--- config.mk ---
export PLATFORM = sky130hd
export DESIGN_NAME = uart_dbg_master
export DESIGN_NICKNAME = d
export VERILOG_FILES = /design/src/rtl/uart_dbg_master.sv
export SDC_FILE = /design/constraint.sdc
export NUM_CORES = 1
export LEC_CHECK = 0
export CAP_MARGIN = 30
export CORE_MARGIN = 1.5
export CORE_UTILIZATION = 40
export DETAILED_ROUTE_END_ITERATION = 12
export PLACE_DENSITY_LB_ADDON = 0.05
export SYNTH_ARGS = -nofsm -noshare
export SYNTH_HDL_FRONTEND = slang
export SYNTH_SLANG_ARGS = --single-unit
--- constraint.sdc ---
create_clock -name clk -period 8.45 [get_ports clk]
set_clock_uncertainty 0.1 [all_clocks]
set_input_delay 1.69 -clock clk [delete_from_list [all_inputs] [get_ports clk]]
set_output_delay 1.69 -clock clk [all_outputs]
set_load 0.02 [all_outputs]
--- src/rtl/uart_dbg_master.sv ---
// UART-to-bus debug master: 8N1 command bytes ('W'/'R' + addr [+ data]) drive a
// single-request bus port; responses (ACK, read data or NAK) are sent back serially.
module uart_dbg_master #(
  parameter int CLK_FREQ  = 100_000_000,
  parameter int BAUD_RATE = 115_200
) (
  input  logic        clk,
  input  logic        reset,
  input  logic        uart_rx,
  output logic        uart_tx,
  output logic [31:0] m_addr,
  output logic [31:0] m_wdata,
  output logic        m_wren,
  output logic        m_rden,
  input  logic [31:0] m_rdata,
  input  logic        m_ack,
  output logic        busy,
  output logic        err
);
  localparam int DIV     = CLK_FREQ / BAUD_RATE;
  localparam int CW      = $clog2(DIV);
  localparam int TO_CLKS = 255 * DIV;
  localparam int TW      = $clog2(TO_CLKS + 1);
  localparam logic [CW-1:0] DIV_M1  = CW'(DIV - 1);
  localparam logic [CW-1:0] HALF_M1 = CW'(DIV / 2 - 1);
  localparam logic [TW-1:0] TO_M1   = TW'(TO_CLKS - 1);

  typedef enum logic [2:0] {RX_HUNT, RX_START, RX_BITS, RX_STOP, RX_WAIT} rx_state_t;
  typedef enum logic [2:0] {IDLE, ADDR, DATA, BUS, RESP} cmd_state_t;

  // ---------------- receiver ----------------
  rx_state_t     rx_state, rx_next;
  logic          rx_s1, rx_s2, rx_prev;
  logic [CW-1:0] rx_cnt;
  logic [2:0]    rx_bit;
  logic [7:0]    rx_sh;
  logic          rx_tick, rx_done, rx_ferr;

  always_comb begin
    rx_next = rx_state;
    rx_tick = 1'b0;
    rx_done = 1'b0;
    rx_ferr = 1'b0;
    case (rx_state)
      RX_HUNT:  if (rx_prev && !rx_s2) rx_next = RX_START;
      RX_START: if (rx_cnt == HALF_M1) begin
        rx_tick = 1'b1;
        rx_next = rx_s2 ? RX_HUNT : RX_BITS;
      end
      RX_BITS:  if (rx_cnt == DIV_M1) begin
        rx_tick = 1'b1;
        if (rx_bit == 3'd7) rx_next = RX_STOP;
      end
      RX_STOP:  if (rx_cnt == DIV_M1) begin
        rx_tick = 1'b1;
        rx_done = rx_s2;
        rx_ferr = !rx_s2;
        rx_next = rx_s2 ? RX_HUNT : RX_WAIT;
      end
      RX_WAIT:  if (rx_s2) rx_next = RX_HUNT;
      default:  rx_next = RX_HUNT;
    endcase
  end

  // Synchronizer resets low so a line held low through reset is never a start bit.
  always_ff @(posedge clk or posedge reset) begin
    if (reset) begin
      {rx_s1, rx_s2, rx_prev} <= 3'b000;
      rx_state <= RX_HUNT;
      rx_cnt   <= '0;
      rx_bit   <= '0;
      rx_sh    <= '0;
    end else begin
      {rx_prev, rx_s2, rx_s1} <= {rx_s2, rx_s1, uart_rx};
      rx_state <= rx_next;
      rx_cnt   <= (rx_tick || rx_state == RX_HUNT || rx_state == RX_WAIT) ? '0 : rx_cnt + 1'b1;
      if (rx_state == RX_START) rx_bit <= '0;
      else if (rx_tick && rx_state == RX_BITS) begin
        rx_sh  <= {rx_s2, rx_sh[7:1]};
        rx_bit <= rx_bit + 1'b1;
      end
    end
  end

  // ---------------- command FSM ----------------
  cmd_state_t    state, next;
  logic          op_wr, req, err_d, tx_load, tx_last, tx_busy;
  logic [1:0]    bcnt;
  logic [7:0]    bus_cnt;
  logic [TW-1:0] tcnt;
  logic [31:0]   resp_sh;
  logic [2:0]    resp_cnt;

  always_comb begin
    next    = state;
    err_d   = rx_ferr;
    tx_load = 1'b0;
    case (state)
      IDLE: if (rx_done) begin
        if (rx_sh == 8'h57 || rx_sh == 8'h52) next = ADDR;
        else err_d = 1'b1;
      end
      ADDR, DATA: begin
        if (rx_done) begin
          if (bcnt == 2'd3) next = (state == ADDR && op_wr) ? DATA : BUS;
        end else if (tcnt == TO_M1) begin
          err_d = 1'b1;
          next  = IDLE;
        end
      end
      BUS: if (req && (m_ack || bus_cnt == 8'hff)) begin
        next = RESP;
        if (!m_ack) err_d = 1'b1;
      end
      RESP: begin
        // Loading on the final clock of the previous stop bit keeps bytes back-to-back.
        tx_load = (resp_cnt != 3'd0) && (!tx_busy || tx_last);
        if (resp_cnt == 3'd0 && tx_last) next = IDLE;
      end
      default: next = IDLE;
    endcase
  end

  always_ff @(posedge clk or posedge reset) begin
    if (reset) begin
      state    <= IDLE;
      err      <= 1'b0;
      op_wr    <= 1'b0;
      req      <= 1'b0;
      bcnt     <= '0;
      bus_cnt  <= '0;
      tcnt     <= '0;
      resp_sh  <= '0;
      resp_cnt <= '0;
      m_addr   <= '0;
      m_wdata  <= '0;
    end else begin
      state <= next;
      err   <= err_d;
      tcnt  <= (rx_done || !(state == ADDR || state == DATA)) ? '0 : tcnt + 1'b1;
      case (state)
        IDLE: if (rx_done) begin
          op_wr <= (rx_sh == 8'h57);
          bcnt  <= '0;
        end
        ADDR: if (rx_done) begin
          m_addr <= {m_addr[23:0], rx_sh};
          bcnt   <= bcnt + 1'b1;
        end
        DATA: if (rx_done) begin
          m_wdata <= {m_wdata[23:0], rx_sh};
          bcnt    <= bcnt + 1'b1;
        end
        BUS: begin
          if (!req) begin
            req     <= 1'b1;
            bus_cnt <= '0;
          end else if (m_ack) begin
            req      <= 1'b0;
            resp_sh  <= op_wr ? {8'h06, 24'h0} : m_rdata;
            resp_cnt <= op_wr ? 3'd1 : 3'd4;
          end else if (bus_cnt == 8'hff) begin
            req      <= 1'b0;
            resp_sh  <= {8'h15, 24'h0};
            resp_cnt <= 3'd1;
          end else begin
            bus_cnt <= bus_cnt + 1'b1;
          end
        end
        RESP: if (tx_load) begin
          resp_sh  <= {resp_sh[23:0], 8'h00};
          resp_cnt <= resp_cnt - 1'b1;
        end
        default: ;
      endcase
    end
  end

  // ---------------- transmitter ----------------
  logic [9:0]    tx_sh;
  logic [CW-1:0] tx_cnt;
  logic [3:0]    tx_bit;

  assign tx_last = tx_busy && tx_cnt == DIV_M1 && tx_bit == 4'd9;

  always_ff @(posedge clk or posedge reset) begin
    if (reset) begin
      tx_busy <= 1'b0;
      tx_sh   <= '1;
      tx_cnt  <= '0;
      tx_bit  <= '0;
    end else if (tx_load) begin
      tx_busy <= 1'b1;
      tx_sh   <= {1'b1, resp_sh[31:24], 1'b0};
      tx_cnt  <= '0;
      tx_bit  <= '0;
    end else if (tx_busy) begin
      if (tx_cnt == DIV_M1) begin
        tx_cnt <= '0;
        tx_sh  <= {1'b1, tx_sh[9:1]};
        if (tx_bit == 4'd9) tx_busy <= 1'b0;
        else tx_bit <= tx_bit + 1'b1;
      end else begin
        tx_cnt <= tx_cnt + 1'b1;
      end
    end
  end

  assign uart_tx = !tx_busy || tx_sh[0];
  assign m_wren  = req && op_wr;
  assign m_rden  = req && !op_wr;
  assign busy    = (state != IDLE);
endmodule

==> flow_summary_export.csv <==
group,metric,value,unit
outcome,status,"completed",
timing,fin_ws,4653,ps
cts,cts_buffers,17,
drt,drtPass1Iterations,5,
timing,rsz0062_at_grt,"no",
floorplanning,num_rows,52,
placed_design,port_buffers,104,
timing,setup_tns,0,ps
floorplanning,fp.dieArea,0.02154,mm²
cts,htreeDepth,4,
yosys,synthCells,763,
yosys,ys.warnings.count,0,
cells_and_area,nets,904,
cells_and_area,fillCellCount,1797,
power_and_ir_drop,p_sw,0.4587,mW
yosys,synthArstFlopShare,100.0,%
critical_path,cp.required,6660,ps
cts,postCtsSetupBuffers,0,
power_and_ir_drop,clock_power_share,44.1,%
timing,finalHoldViolCount,0,
cts,clkSlewWorstSetupHoldPaths,70,ps
yosys,synth_edf_count,0,
floorplanning,die_h,146.8,µm
cells_and_area,antenna_cells,0,
placed_design,hpwlAfterDp,11.99,mm
power_and_ir_drop,vdd_drop_max,131.3,µV
floorplanning,die_w,146.8,µm
timing,drv_slew,0,
cts,worst_skew_pair.late_latency,430,ps
timing,slew_headroom,39.47,%
power_and_ir_drop,sequentialPowerShare,51.0,%
power_and_ir_drop,leakagePower,4.526,nW
power_and_ir_drop,p_int,1.335,mW
yosys,synth.avg_cell_area,10.84,µm²
yosys,yosysUniqueCellTypes,58,
global_routing,grt_pass1_vias,5946,
floorplanning,core_area,0.02023,mm²
job,drv_cap,0,
global_routing,grt_first_pass_wirelength,30.08,mm
cts,cts_tree,"built",
power_and_ir_drop,p_sw_share,25.57,%
timing,period_minus_slack,3797,ps
critical_path,end_kind,"output port",
cts,clockBufferDepth,2,
global_routing,antenna_found_initial,0,
yosys,ys_ff_latch,184,
timing,timing.fmax,263.3,MHz
global_routing,grt_max_degree,105,
drt,vias_per_cell,5.125,
cts,cts_hold_buf,0,
placed_design,gp_congestion,0.7677,
timing,worst_pin_slew,904.8,ps
critical_path,crit_slowest_cell,"clkdlybuf4s50_1",
critical_path,cp_max_fo,8,
cells_and_area,syn_to_final_growth,23.55,%
global_routing,grt_overflow,0,
floorplanning,initial_core_util,40.86,%
cells_and_area,finalNonFillerCells,1139,
drt,wirelength,17.77,mm
floorplanning,pin_count,105,
critical_path,startpoint_type,"flop",
drt,drc,0,
critical_path,critPathKind,"flop to output port",
critical_path,crit_buf_inv,2,
critical_path,cpLargestDelayFamily,"buffers and inverters",
cells_and_area,drive_above_1_share,15.42,%
global_routing,grt_usage,17.36,%
min_path,hp-class,"flop to flop",
drt,drtIter0Drc,222,
drt,wl_per_cell,15.60,µm
cells_and_area,mostFrequentLayoutCells,"dfrtp_1 (175), clkdlybuf4s50_1 (104), nor2_1 (92)",
yosys,syn-num-nets,811,
cells_and_area,layout_commonest_cell,"dfrtp_1",
timing,hold_ws,273.9,ps
critical_path,cpPeakStageDelay,650,ps
critical_path,path_cells,"inv_1, nand2_1, clkdlybuf4s50_1",
power_and_ir_drop,pwr-share-comb,4.8,%
placed_design,dp.cells,1105,
drt,postRouteAntennaNets,0,
drt,dr_total_vias,5837,
timing,finalSetupViolations,0,
timing,period_share,44.94,%
cts,post_cts_resized,0,
yosys,ys_seq_area_share,55.83,%
yosys,syn_area,0.008268,mm²
cts,numClockSinks,184,
yosys,synth_ff_type,"dfrtp_1",
critical_path,cp.arrival,2010,ps
placed_design,dp_slack,4579,ps
cts,root_buffer,"clkbuf_16",
power_and_ir_drop,p_per_area,175.6,mW/mm²
-- area by class of cell --
type,count,area (µm²),share of cell area [%]
flip-flops and latches,184,4616,45.19
multi-input cells,526,3447,33.75
repair buffers,112,1161,11.37
clock buffers,18,439.2,4.299
well taps,270,337.8,3.307
clock inverters,14,152.6,1.494
inverters,15,61.31,0.6002
-- logic make-up (layout without fill, tap and decap cells) --
logic type	Yosys count	after routing	synth area share, %
adders and majority gates	12	12	1.816
AOI/OAI and AO/OA	89	89	7.097
muxes	75	75	10.18
DFF	184	184	55.83
and+or+nand+nor	312	312	18.51
xor gates and xnor gates	38	38	4.025
buffers and inverters	53	159	2.542
-- cells in the mapped netlist, types with 10 or more instances --
master / n / share of area, %
o21ai_0: 23 / 1.4
nand4_1: 12 / 0.91
nor2_1: 92 / 4.2
nor3_1: 10 / 0.61
ha_1: 12 / 1.8
inv_1: 15 / 0.68
dfrtp_1: 175 / 53
xor2_1: 24 / 2.5
a31oi_1: 23 / 1.7
mux2_2: 73 / 9.9
clkbuf_1: 27 / 1.2
xnor2_1: 14 / 1.5
nand3_1: 54 / 3.3
nand2_1: 79 / 3.6
-- registers in the layout, indices dropped and copies added, names as in the netlist, 4 cells and up --
signal and count:
bus_cnt 8, m_addr 32, m_wdata 32, resp_sh 32, rx_cnt 10, rx_sh 8, tcnt 18, tx_bit 4
tx_cnt 10, tx_sh 9
-- power groups by stage --
stage	registers [mW]	clock network, mW	logic [mW]
6_report	0.916	0.792	0.0862
5_1_grt	0.919	0.852	0.0988
4_1_cts	0.916	0.814	0.0872
3_5_place_dp	0.933	0	0.0868
3_3_place_gp	0.932	0	0.0830
2_1_floorplan	0.919	0	0.0654
-- final timing paths --
kind | slack (ps) | from | endpoint | depth (start not counted)
hold / removal | 270 | rx_s1 | rx_s2 | 0
max in group asynchronous | 5490 | reset | tcnt[0] | 5
hold reg to reg | 270 | rx_s1 | rx_s2 | 0
setup / recovery | 4650 | state[1] | busy | 3
setup reg to reg | 5480 | tx_cnt[0] | resp_sh[4] | 6
min in group asynchronous | 1400 | reset | m_addr[31] | 2
-- stage by stage --
stage                     instance area (µm²)  power [mW]  util, %
final                                   10210       1.794    50.48
after detailed placement                 9568       1.020    47.29
after global placement                   9540       1.015    47.15
after CTS                               10160       1.817    50.21
after floorplan                          8268      0.9840        -
after global routing                    10210       1.869    50.48
-- metal layers --
metal / wire length [µm] / global-route usage [%]
met3: 535 / 3.354
met1: 8269 / 23.37
met2: 8785 / 28.35
met5: 0 / 0
met4: 179 / 5.556
No activity file was read; power rests on OpenSTA's default activity.
